==> src/rtl/pc_sequencer.sv <==
// Program-counter sequencer: INIT/FETCH/EXEC/INTR control FSM that drives the
// PC mux/load/increment, stack and SP strobes, and owns IE and the interrupt-pending flag.
//
// state | meaning
// ------+---------------------------------------------------------------
// INIT  | hold PC at zero for INIT_CYCLES cycles after reset release
// FETCH | increment PC and load the instruction register
// EXEC  | decode branch/call/return requests into PC and stack strobes
// INTR  | push return address, vector to 0x3FF, clear IE and pending
module pc_sequencer #(
  parameter int INTR_LATCH  = 1,
  parameter int INIT_CYCLES = 1
) (
  input  logic       CLK,
  input  logic       RST,
  input  logic       JMP_REQ,
  input  logic       COND,
  input  logic       CALL_REQ,
  input  logic       RET_REQ,
  input  logic       RETI_REQ,
  input  logic       SEI,
  input  logic       CLI,
  input  logic       INTR,
  output logic       PC_LD,
  output logic       PC_INC,
  output logic [1:0] PC_MUX_SEL,
  output logic       IR_LD,
  output logic       STACK_WE,
  output logic       SP_DECR,
  output logic       SP_INCR,
  output logic       IE_OUT,
  output logic [1:0] STATE
);

  typedef enum logic [1:0] {
    S_INIT  = 2'd0,
    S_FETCH = 2'd1,
    S_EXEC  = 2'd2,
    S_INTR  = 2'd3
  } state_e;

  localparam logic [1:0] SEL_IMM   = 2'd0;
  localparam logic [1:0] SEL_STACK = 2'd1;
  localparam logic [1:0] SEL_VEC   = 2'd2;
  localparam logic [1:0] SEL_ZERO  = 2'd3;
  localparam logic [3:0] INIT_LAST = 4'(INIT_CYCLES - 1);

  state_e     state_q, state_d;
  logic [3:0] init_cnt_q, init_cnt_d;
  logic       ie_q, ie_d;
  logic       ie_next;
  logic       pend_eff;

  logic       pc_ld, pc_inc, ir_ld, stack_we, sp_decr, sp_incr;
  logic [1:0] mux_sel;

  always_ff @(posedge CLK or posedge RST) begin
    if (RST) begin
      state_q    <= S_INIT;
      init_cnt_q <= '0;
      ie_q       <= 1'b0;
    end else begin
      state_q    <= state_d;
      init_cnt_q <= init_cnt_d;
      ie_q       <= ie_d;
    end
  end

  generate
    if (INTR_LATCH != 0) begin : g_latch
      logic pend_q, pend_d;

      // A new request in the INTR cycle outlives the clear; IE=0 masks it.
      always_comb begin
        pend_d = pend_q;
        if (state_q == S_INTR) pend_d = 1'b0;
        if (INTR)              pend_d = 1'b1;
      end

      always_ff @(posedge CLK or posedge RST) begin
        if (RST) pend_q <= 1'b0;
        else     pend_q <= pend_d;
      end

      assign pend_eff = pend_q;
    end else begin : g_level
      assign pend_eff = INTR;
    end
  endgenerate

  always_comb begin
    state_d    = state_q;
    init_cnt_d = init_cnt_q;
    ie_d       = ie_q;
    ie_next    = ie_q;
    pc_ld      = 1'b0;
    pc_inc     = 1'b0;
    mux_sel    = SEL_IMM;
    ir_ld      = 1'b0;
    stack_we   = 1'b0;
    sp_decr    = 1'b0;
    sp_incr    = 1'b0;

    case (state_q)
      S_INIT: begin
        pc_ld   = 1'b1;
        mux_sel = SEL_ZERO;
        if (init_cnt_q == INIT_LAST) begin
          init_cnt_d = '0;
          state_d    = S_FETCH;
        end else begin
          init_cnt_d = init_cnt_q + 4'd1;
        end
      end

      S_FETCH: begin
        pc_inc  = 1'b1;
        ir_ld   = 1'b1;
        state_d = S_EXEC;
      end

      S_EXEC: begin
        if (RETI_REQ || RET_REQ) begin
          pc_ld   = 1'b1;
          mux_sel = SEL_STACK;
          sp_incr = 1'b1;
        end else if (CALL_REQ) begin
          pc_ld    = 1'b1;
          mux_sel  = SEL_IMM;
          stack_we = 1'b1;
          sp_decr  = 1'b1;
        end else if (JMP_REQ && COND) begin
          pc_ld   = 1'b1;
          mux_sel = SEL_IMM;
        end

        if (CLI)                 ie_next = 1'b0;
        else if (SEI || RETI_REQ) ie_next = 1'b1;
        ie_d = ie_next;

        // Deciding on ie_next lets SEI open and CLI close the window in the same instruction.
        if (ie_next && (pend_eff || INTR)) state_d = S_INTR;
        else                               state_d = S_FETCH;
      end

      S_INTR: begin
        pc_ld    = 1'b1;
        mux_sel  = SEL_VEC;
        stack_we = 1'b1;
        sp_decr  = 1'b1;
        ie_d     = 1'b0;
        state_d  = S_FETCH;
      end

      default: state_d = S_INIT;
    endcase
  end

  // Reset also masks the strobes combinationally so an aborted instruction leaves no trace.
  assign PC_LD      = pc_ld    & ~RST;
  assign PC_INC     = pc_inc   & ~RST;
  assign PC_MUX_SEL = RST ? SEL_IMM : mux_sel;
  assign IR_LD      = ir_ld    & ~RST;
  assign STACK_WE   = stack_we & ~RST;
  assign SP_DECR    = sp_decr  & ~RST;
  assign SP_INCR    = sp_incr  & ~RST;
  assign IE_OUT     = ie_q;
  assign STATE      = state_q;

endmodule

==> config.mk <==
export PLATFORM = sky130hd
export DESIGN_NAME = pc_sequencer
export DESIGN_NICKNAME = d
export VERILOG_FILES = /design/src/rtl/pc_sequencer.sv
export SDC_FILE = /design/constraint.sdc
export NUM_CORES = 1
export LEC_CHECK = 0
export ABC_AREA = 1
export CAP_MARGIN = 20
export CORE_AREA = 2 2 39 41
export CTS_CLUSTER_DIAMETER = 50
export CTS_CLUSTER_SIZE = 12
export DETAILED_ROUTE_END_ITERATION = 6
export DIE_AREA = 0 0 41 43
export GPL_TIMING_DRIVEN = 0
export PLACE_DENSITY_LB_ADDON = 0.3
export SLEW_MARGIN = 20
export SYNTH_ARGS = -nofsm -noshare
export SYNTH_HDL_FRONTEND = slang
export SYNTH_SLANG_ARGS = --single-unit
==> constraint.sdc <==
create_clock -name CLK -period 4.1 [get_ports CLK]
set_clock_uncertainty 0.15 [all_clocks]
set_input_delay 0.82 -clock CLK [delete_from_list [all_inputs] [get_ports CLK]]
set_output_delay 0.82 -clock CLK [all_outputs]
set_load 0.01 [all_outputs]
==> summary.md, run 1 <==
| Metric | Value |
|---|---|
| Status | finished, final reports clean |
| Syn-to-layout area delta | 42.6% |
| CP startpoint | RETI_REQ |
| Clk buf depth | 2 |
| Critical Path Sink Type | output port |
| Port bufs | 20 |
| Root buf cell | clkbuf_4 |
| Placed cell area | between 700 and 800 um^2 |
| Register area share after synthesis | about a third |
| Max Fanout on Critical Path | 3 |
| First-pass GRT wire length | approximately 1.9 mm |
| Mapped Area | about 570 um^2 |
| Final Max Slew Viols | 0 |
| Async S/R FF share, synth | between 90% and 100% |
| Post-layout util | between 50% and 60% |
| Die width | about 40 um |
| All-Layer GR Usage | approximately 16% |
| Fin area | 812 um^2 |
| Post-synthesis compound-gate area fraction | approximately 12% |
| Core area | between 1000 and 1500 um^2 |
| WL/cell | between 9 and 10 um |
| WP depth | 6 |
| DR DRC count | 0 |
| Slowest cell on crit path | clkdlybuf4s50_1 |
| Main synth FF type | dfrtp_1 |
| R2R Setup Slk | around 2.7 ns |
| CTS tree | built |
| Largest net degree at the start of global routing | 11 |
| Syn avg cell area | roughly 7.6 um^2 |
| Largest family of logic cells by synthesized area | simple AND/OR/NAND/NOR gates |
| Routed vias | approximately 540 |
| CP startpoint kind | input pin |
| Synthesis Warnings | 0 |
| CTS Hold Bufs | 0 |
| Worst-path clk slew | ~0.05 ns |
| Period utilization | 81.1% |
| Slew headroom | around four fifths |
| Leakage power | approximately 0.38 nW |
| Dominant cell type by count on the critical path | clkdlybuf4s50_1 |
| Initial antenna violation count | 0 |
| PostCTS Resize Cnt | 0 |
| H-Tree Depth | 1 |
| Fillcell total | 130 |
| Worst Reg-to-Reg Cells | 8 |
| Worst Path Arrival | 2.35 ns |
| Placer congestion estimate | between 0.7 and 0.8 |
| Die Y | roughly 43 um |
| Setup WS post-layout | 0.775 ns |
| FMAX | ~300 MHz |
| ANT cells | 0 |
| DR iter-0 viols | 9 |
| Hold Path Class | register to register |
| Pre-CTS setup slack | 0.769 ns |
| Post-Synth Adder-Cell Area | 15.4% |
| First-pass DRT Iterations | 4 |
| CTS Buf Count | 3 |
| Layout cells sized above 1 | 14.3% |
| Worst stage delay on the critical path | approximately 0.52 ns |
| Yosys top cell area share | around a third |
| Cell with the most instances after synthesis | nand2_1 |
| Final setup vio count | 0 |
| Reg-to-Reg End | STATE[1] |
| Clk_lat worst skew | between 0.2 and 0.3 ns |
| Xor/xnor share of the synthesized area | under 10% |
| Postcts setup bufs | 0 |
| Peak supply drop | between 0.0002 and 0.00025 V |
| Mux contribution to synthesized area | 0% |
| Reg2reg start | STATE[0] |
| Critical path cell sequence | clkdlybuf4s50_1, nor2_1, nand3_1, a21oi_1, buf_4, clkdlybuf4s50_1 |
| Max-Cap Viols | 0 |
| Starting Density | between 40% and 50% |
| Std-Cell Rows | 14 |
| Simple-gate share of the synthesized area | 23.5% |
| Clk sinks | 8 |
| Top post-synthesis cells by count | nand2_1 (13), nor2_1 (11), dfrtp_1 (8), inv_1 (8), ha_1 (7) |
| Mapped Cells | 75 |
| Pwr dens | around 470 nW/um^2 |
| Fin. Hold Viols | 0 |
| Total wire length | ~1.1 mm |
| Crit path capture | STACK_WE |
| Number of flops mapped to enable cells by yosys | 0 |
| Vias/cell | 4.70 |
| Power consumption | 0.379 mW |
| Hpwl dp | ~900 um |
| Die area | 1760 um^2 |
| Io pins | 21 |
| Worst slew pin tran | slightly below 0.3 ns |
| Worst Path Buf+Inv | 3 |
| Nets | 117 |
| Post-DRT Antenna Nets | 0 |
| Mapped Nets | slightly above 90 |
| Setup TNS Final | 0 ns |
| Grt total ovfl | 0 |
| Area leader, netlist | dfrtp_1 |
| Largest cells by area after synthesis | dfrtp_1 (35%), ha_1 (15%), nand2_1 (8.6%) |
| Synth cell types | 16 |
| Top delay family on crit path | buffers and inverters |
| RSZ-0062 raised after global routing | no |
| Vias in the first global route | roughly 470 |
| Min Tclk post-route | 3.32 ns |
| CP required | between 3 and 4 ns |
| Yosys reg bits | 8 |
| Crit path kind | input pin to output port |
[cells by family after synthesis]
kind of cell,after synthesis
flops,8
buf+inv,14
simple gates,32
xor+xnor,2
fa+ha+maj,7
compound gates,12
[worst reg2reg max path: cells and delay by family (launching register included)]
kind                       cells  cell delay [ns]
DFF                            1             0.46
and+or+nand+nor                5             0.27
buffers and inverters          2             0.20
adders and majority gates      1             0.26
[state kept, by name, indices dropped and copies added (netlist names)]
name / count
init_cnt_q: 4
STATE: 2
IE_OUT: 1
g_latch.pend_q: 1
[cells in the final DEF, fill, tap and decap left out]
cell type	instances
a21boi_2	1
nor2_1	11
nand2_2	2
a21oi_1	5
o21ai_1	3
a21oi_2	1
inv_1	8
o21ai_0	2
xor2_1	2
ha_1	7
clkdlybuf4s50_1	20
inv_2	4
nand2_1	13
buf_4	2
nor2_2	1
clkbuf_4	3
dfrtp_1	8
nand3_1	5
[stage by stage]
| stage | hold slack (ns) | instances |
|---|---|---|
| after floorplan | 0.315 | 75 |
| after global placement | 0.340 | 111 |
| after detailed placement | 0.360 | 111 |
| after CTS | 0.373 | 114 |
| after global routing | 0.417 | 114 |
| final | 0.361 | 114 |
[layer usage]
layer	track usage [%]	share of wire, %	vias up
li1	-	-	282
met1	19.7	45	239
met2	22.8	49	15
met3	7.85	6.2	0
met4	6.00	0	0
met5	0	0	-
[power by group]
group	switching, mW	internal (mW)
sequential	0.0176	0.0961
clock	0.0256	0.0334
combinational	0.0950	0.111
[how the worst min path moves through the flow]
stage / start / cells after the start / to
after floorplan: g_latch.pend_q / 2 / g_latch.pend_q
after global placement: g_latch.pend_q / 2 / g_latch.pend_q
after detailed placement: g_latch.pend_q / 2 / g_latch.pend_q
after CTS: g_latch.pend_q / 2 / g_latch.pend_q
after global routing: g_latch.pend_q / 2 / g_latch.pend_q
final: g_latch.pend_q / 2 / g_latch.pend_q
[layout make-up]
| type | count | area (um^2) | area share, % |
|---|---|---|---|
| Buffer | 2 | 15.0 | 1.85 |
| Clock buffer | 3 | 22.5 | 2.77 |
| Inverter | 12 | 45.0 | 5.55 |
| Multi-Input combinational cell | 53 | 309 | 38.1 |
| Sequential cell | 8 | 200 | 24.7 |
| Tap cell | 16 | 20.0 | 2.47 |
| Timing Repair Buffer | 20 | 200 | 24.7 |
(Power assumes the default switching activity.)
==> run 2, diff against run 1 <==
--- a/config.mk
+++ b/config.mk
@@ -7,11 +7,10 @@
 export LEC_CHECK = 0
 export ABC_AREA = 1
 export CAP_MARGIN = 20
-export CORE_AREA = 2 2 39 41
+export CORE_UTILIZATION = 42
 export CTS_CLUSTER_DIAMETER = 50
 export CTS_CLUSTER_SIZE = 12
 export DETAILED_ROUTE_END_ITERATION = 6
-export DIE_AREA = 0 0 41 43
 export GPL_TIMING_DRIVEN = 0
 export PLACE_DENSITY_LB_ADDON = 0.3
 export SLEW_MARGIN = 20
==> constraint.sdc (replaced) <==
create_clock -name CLK -period 3.4 [get_ports CLK]
set_clock_uncertainty 0.15 [all_clocks]
set_input_delay 0.68 -clock CLK [delete_from_list [all_inputs] [get_ports CLK]]
set_output_delay 0.68 -clock CLK [all_outputs]
set_load 0.01 [all_outputs]
==> run 2 against run 1 <==
- routed wire length is 7.1% higher
- combinational power increased by 21%
- worst setup slack got worse by 0.43 ns
- register-to-register slack got worse by 0.71 ns
- power increased by 22%
- via count is 0.19% higher
- sequential power is 20% higher
- non-clock buffer count unchanged
- first-iteration DRC count up 56%
- clock-buffer cell count is the same
- critical path type unchanged
- largest cell class unchanged
- highest routed layer is now met4
==> summary.md, run 2 (synthesis gave the netlist of run 1 again) <==
| Metric | Value |
|---|---|
| Post-DRT Antenna Nets | 0 |
| Hpwl dp | roughly 990 um |
| CTS tree | built |
| CTS Buf Count | 3 |
| Die area | around 1500 um^2 |
| Vias in the first global route | between 400 and 500 |
| Max reg flops | 4 |
| Worst hold margin | between 0.3 and 0.4 ns |
| Root buf cell | clkbuf_4 |
| Routed vias | around 540 |
| Vias/cell | roughly 4.8 |
| First-pass GRT wire length | roughly 2.0 mm |
| CTS Hold Bufs | 0 |
| Syn-to-layout area delta | 42.2% |
| Layout cells sized above 1 | 14.3% |
| ANT cells | 0 |
| Commonest non-fill, non-tap cell in the layout | clkdlybuf4s50_1 |
| DR DRC count | 0 |
| Total wire length | 1.20 mm |
| Final Max Slew Viols | 0 |
| Clk_lat worst skew | roughly 0.26 ns |
| PostCTS Resize Cnt | 0 |
| Final Non-Filler Cells | approximately 110 |
| Grt total ovfl | 0 |
| Pwr dens | around 570 nW/um^2 |
| Worst-path clk slew | 0.05 ns |
| Critical Path Sink Type | output port |
| CP startpoint kind | input pin |
| Fin. Hold Viols | 0 |
| Pre-CTS setup slack | roughly 0.34 ns |
| Placed cell area | between 700 and 800 um^2 |
| WL/cell | around 11 um |
| Worst Path Arrival | 2.23 ns |
| Fin area | 810 um^2 |
| FMAX | 327 MHz |
| Post-layout util | between 60% and 70% |
| Crit path kind | input pin to output port |
| Status | finished, final reports clean |
| Placer congestion estimate | 0.703 |
| H-Tree Depth | 1 |
| Max Fanout on Critical Path | 3 |
| All-Layer GR Usage | 20.9% |
| Max-Cap Viols | 0 |
| Clk buf depth | 2 |
| Std-Cell Rows | 12 |
| Largest Register | init_cnt_q |
| Most frequent cells in the layout | clkdlybuf4s50_1 (20), nand2_1 (13), nor2_1 (11) |
| Fillcell total | approximately 110 |
| Io pins | 21 |
| Core area | 1190 um^2 |
| Placed cells | around 110 |
| Leakage power | a little under 0.4 nW |
| Final setup vio count | 0 |
| Slew headroom | 79.8% |
| Hold Path Class | register to register |
| Die Y | a little under 40 um |
| Period utilization | between 80% and 90% |
| Power consumption | around 0.46 mW |
| Die width | approximately 39 um |
| Min Tclk post-route | slightly above 3 ns |
| Setup TNS Final | 0 ns |
| Peak supply drop | between 0.0003 and 0.0004 V |
| Largest net degree at the start of global routing | 11 |
| Clk sinks | 8 |
| Worst slew pin tran | just over 0.3 ns |
| R2R Setup Slk | between 1.5 and 2 ns |
| Nets | about 120 |
| Initial antenna violation count | 0 |
| Postcts setup bufs | 0 |
| Port bufs | 20 |
| RSZ-0062 raised after global routing | no |
| First-pass DRT Iterations | 3 |
| Starting Density | between 40% and 50% |
| Setup WS post-layout | 0.340 ns |
| DR iter-0 viols | 14 |
| CP required | approximately 2.6 ns |
## run 2: cell counts in the layout (fill, tap and decap cells not counted)
Identical to the previous run, type by type.
## run 2: power by group
group	total [mW]	internal, mW	switching (mW)
logic	0.250	0.135	0.116
registers	0.137	0.116	0.0214
clock network	0.0731	0.0404	0.0327
total	0.461	0.291	0.170
## run 2: area by class of cell
class,instances,area (um^2),share of cell area [%]
sequential,8,200,24.7
buffer,2,15.0,1.85
multi-input combinational,53,309,38.2
tap,14,17.5,2.16
inverter,12,45.0,5.56
clock buffer,3,22.5,2.78
timing repair buffer,20,200,24.7
## run 2: path summary, 6_finish.rpt
path                                startpoint             end  cells past startpoint
worst max-delay path                  RETI_REQ        STACK_WE                      6
max in group asynchronous                  RST   init_cnt_q[2]                      2
worst min register to register  g_latch.pend_q  g_latch.pend_q                      2
worst max register to register        STATE[0]        STATE[1]                      8
worst min-delay path            g_latch.pend_q  g_latch.pend_q                      2
min in group asynchronous                  RST        STATE[1]                      2
## run 2: critical path, cell delays in order
cell and delay [ns]:
clkdlybuf4s50_1 0.41, nor2_1 0.19, nand3_1 0.10, a21oi_1 0.19, buf_4 0.13, clkdlybuf4s50_1 0.52
## run 2: per-layer routing
metal | GRT usage, % | vias to the layer above | part of all wire, %
met5 | 0 | - | 0
met2 | 33.8 | 10 | 48
li1 | - | 277 | -
met4 | 11.2 | 0 | 1.7
met1 | 23.6 | 246 | 45
met3 | 7.51 | 4 | 5.2
==> run 3, diff against run 2 <==
--- a/config.mk
+++ b/config.mk
@@ -13,6 +13,7 @@
 export DETAILED_ROUTE_END_ITERATION = 6
 export GPL_TIMING_DRIVEN = 0
 export PLACE_DENSITY_LB_ADDON = 0.3
+export RECOVER_POWER = 25
 export SLEW_MARGIN = 20
 export SYNTH_ARGS = -nofsm -noshare
 export SYNTH_HDL_FRONTEND = slang
==> run 3 against run 2 <==
- largest power group unchanged
- routed wire length shrank 0.42%
- die area is the same
- sequential power is essentially flat
- non-clock buffer count is the same
- largest cell class unchanged
- sequential cell count is the same
- fmax shrank 2.9%
- combinational power is essentially flat
==> summary.md, run 3 (synthesis gave the netlist of run 1 again) <==
| Metric | Value |
|---|---|
| Status | finished, final reports clean |
| Total wire length | roughly 1.2 mm |
| Peak supply drop | 0.000350 V |
| Crit path capture | PC_MUX_SEL[0] |
| Max Fanout on Critical Path | 10 |
| Max reg flops | 4 |
| Worst slew pin tran | roughly 0.30 ns |
| Power consumption | around 0.46 mW |
| Clock group share of total power | approximately 16% |
| Max-Cap Viols | 0 |
| Hpwl dp | about 990 um |
| Hold Startpoint | g_latch.pend_q |
| CP required | between 2 and 3 ns |
| Leakage power | a little under 0.4 nW |
| Sw frac | between 30 and 40% |
| Comb pwr share | 54.3% |
| Worst stage delay on the critical path | slightly above 0.6 ns |
| R2R Setup Slk | just under 2 ns |
| Period utilization | about 90% |
| CTS tree | built |
| WL/cell | approximately 11 um |
| Fin. Hold Viols | 0 |
| Die area | between 1500 and 2000 um^2 |
| Post-layout util | roughly two thirds |
| Post-DRT Antenna Nets | 0 |
| Port bufs | 20 |
| Switching pwr | around 0.17 mW |
| Worst Path Buf+Inv | 3 |
| Fin area | 810 um^2 |
| Worst Reg-to-Reg Cells | 8 |
| Placed cells | between 100 and 150 |
| Die width | about 39 um |
| WP depth | 5 |
| Slew headroom | between 70% and 80% |
| Critical path cell sequence | dlygate4sd3_1, inv_2, o21ai_0, a21oi_1, clkdlybuf4s50_1 |
| FMAX | around 320 MHz |
| RSZ-0062 raised after global routing | no |
| Vias/cell | 4.80 |
| Root buf cell | clkbuf_4 |
| Clk_lat worst skew | ~0.26 ns |
| H-Tree Depth | 1 |
| Crit path kind | input pin to output port |
| Reg2reg start | STATE[0] |
| Pwr dens | ~570 nW/um^2 |
| Setup TNS Final | 0 ns |
| CTS Hold Bufs | 0 |
| Std-Cell Rows | 12 |
| Top delay family on crit path | buffers and inverters |
| Placer congestion estimate | ~0.70 |
| Nets | about 120 |
| Reg-to-Reg End | STATE[1] |
| PostCTS Resize Cnt | 0 |
| All-Layer GR Usage | 20.9% |
| Worst-path clk slew | 0.05 ns |
| Critical Path Sink Type | output port |
| Starting Density | between 40% and 50% |
| Worst Path Arrival | 2.32 ns |
| First-pass DRT Iterations | 4 |
| Hold Path Class | register to register |
| ANT cells | 0 |
| Routed vias | around 540 |
| Layout cells sized above 1 | ~14% |
| CP startpoint kind | input pin |
| Internal | 0.291 mW |
| Syn-to-layout area delta | 42.2% |
| Worst hold margin | 0.350 ns |
| CP startpoint | RST |
| Die Y | 38.8 um |
| First-pass GRT wire length | between 2 and 2.5 mm |
| Min Tclk post-route | between 3 and 4 ns |
| Initial antenna violation count | 0 |
| DR DRC count | 0 |
| Clk buf depth | 2 |
| Final Non-Filler Cells | between 100 and 150 |
| Postcts setup bufs | 0 |
| Largest Register | init_cnt_q |
| Slowest cell on crit path | dlygate4sd3_1 |
| Largest net degree at the start of global routing | 11 |
| Core area | ~1200 um^2 |
| DR iter-0 viols | 14 |
| Vias in the first global route | 497 |
| Most frequent cells in the layout | clkdlybuf4s50_1 (19), nand2_1 (13), nor2_1 (11) |
| Reg power frac | between 20% and 30% |
| Io pins | 21 |
| Setup WS post-layout | about 0.25 ns |
| Clk sinks | 8 |
| Pre-CTS setup slack | 0.340 ns |
| Final Max Slew Viols | 0 |
| Final setup vio count | 0 |
| CTS Buf Count | 3 |
| Placed cell area | approximately 800 um^2 |
| Commonest non-fill, non-tap cell in the layout | clkdlybuf4s50_1 |
| Grt total ovfl | 0 |
run 3: changes by cell type in the layout (fill, tap and decap cells not counted):
| cell | before | now |
|---|---|---|
| clkdlybuf4s50_1 | 20 | 19 |
| dlygate4sd3_1 | 0 | 1 |
run 3: power groups by stage:
stage / Sequential (mW) / Clock, mW / Combinational, mW
after floorplan: 0.142 / 0 / 0.133
after global placement: 0.139 / 0 / 0.247
after detailed placement: 0.140 / 0 / 0.254
after CTS: 0.138 / 0.0748 / 0.253
after global routing: 0.141 / 0.0789 / 0.282
final: 0.137 / 0.0731 / 0.250
run 3: layer usage:
| metal | global-route usage (%) | vias up | wire (um) |
|---|---|---|---|
| met5 | 0 | - | 0 |
| met4 | 11.2 | 0 | 21 |
| met3 | 7.51 | 4 | 66 |
| met2 | 33.8 | 12 | 571 |
| met1 | 23.6 | 245 | 538 |
| li1 | - | 277 | - |
run 3: cell type report:
class | instances | area [um^2]
timing repair buffer | 20 | 200
clock buffer | 3 | 22.5
inverter | 12 | 45.0
buffer | 2 | 15.0
fill | 113 | 377
sequential | 8 | 200
multi-input combinational | 53 | 309
tap | 14 | 17.5
run 3: worst min path at each step:
| stage | endpoint | slack, ns | cells after the start |
|---|---|---|---|
| 4_1_cts | g_latch.pend_q | 0.36 | 2 |
| 6_report | g_latch.pend_q | 0.35 | 2 |
| 2_1_floorplan | IE_OUT | 0.31 | 1 |
| 3_5_place_dp | g_latch.pend_q | 0.35 | 2 |
| 5_1_grt | g_latch.pend_q | 0.37 | 2 |
| 3_3_place_gp | g_latch.pend_q | 0.34 | 2 |
run 3: worst min-delay path: stages (launching register included):
cell	delay, ns
dfrtp_1	0.32
nor2_1	0.05
nor2_1	0.09
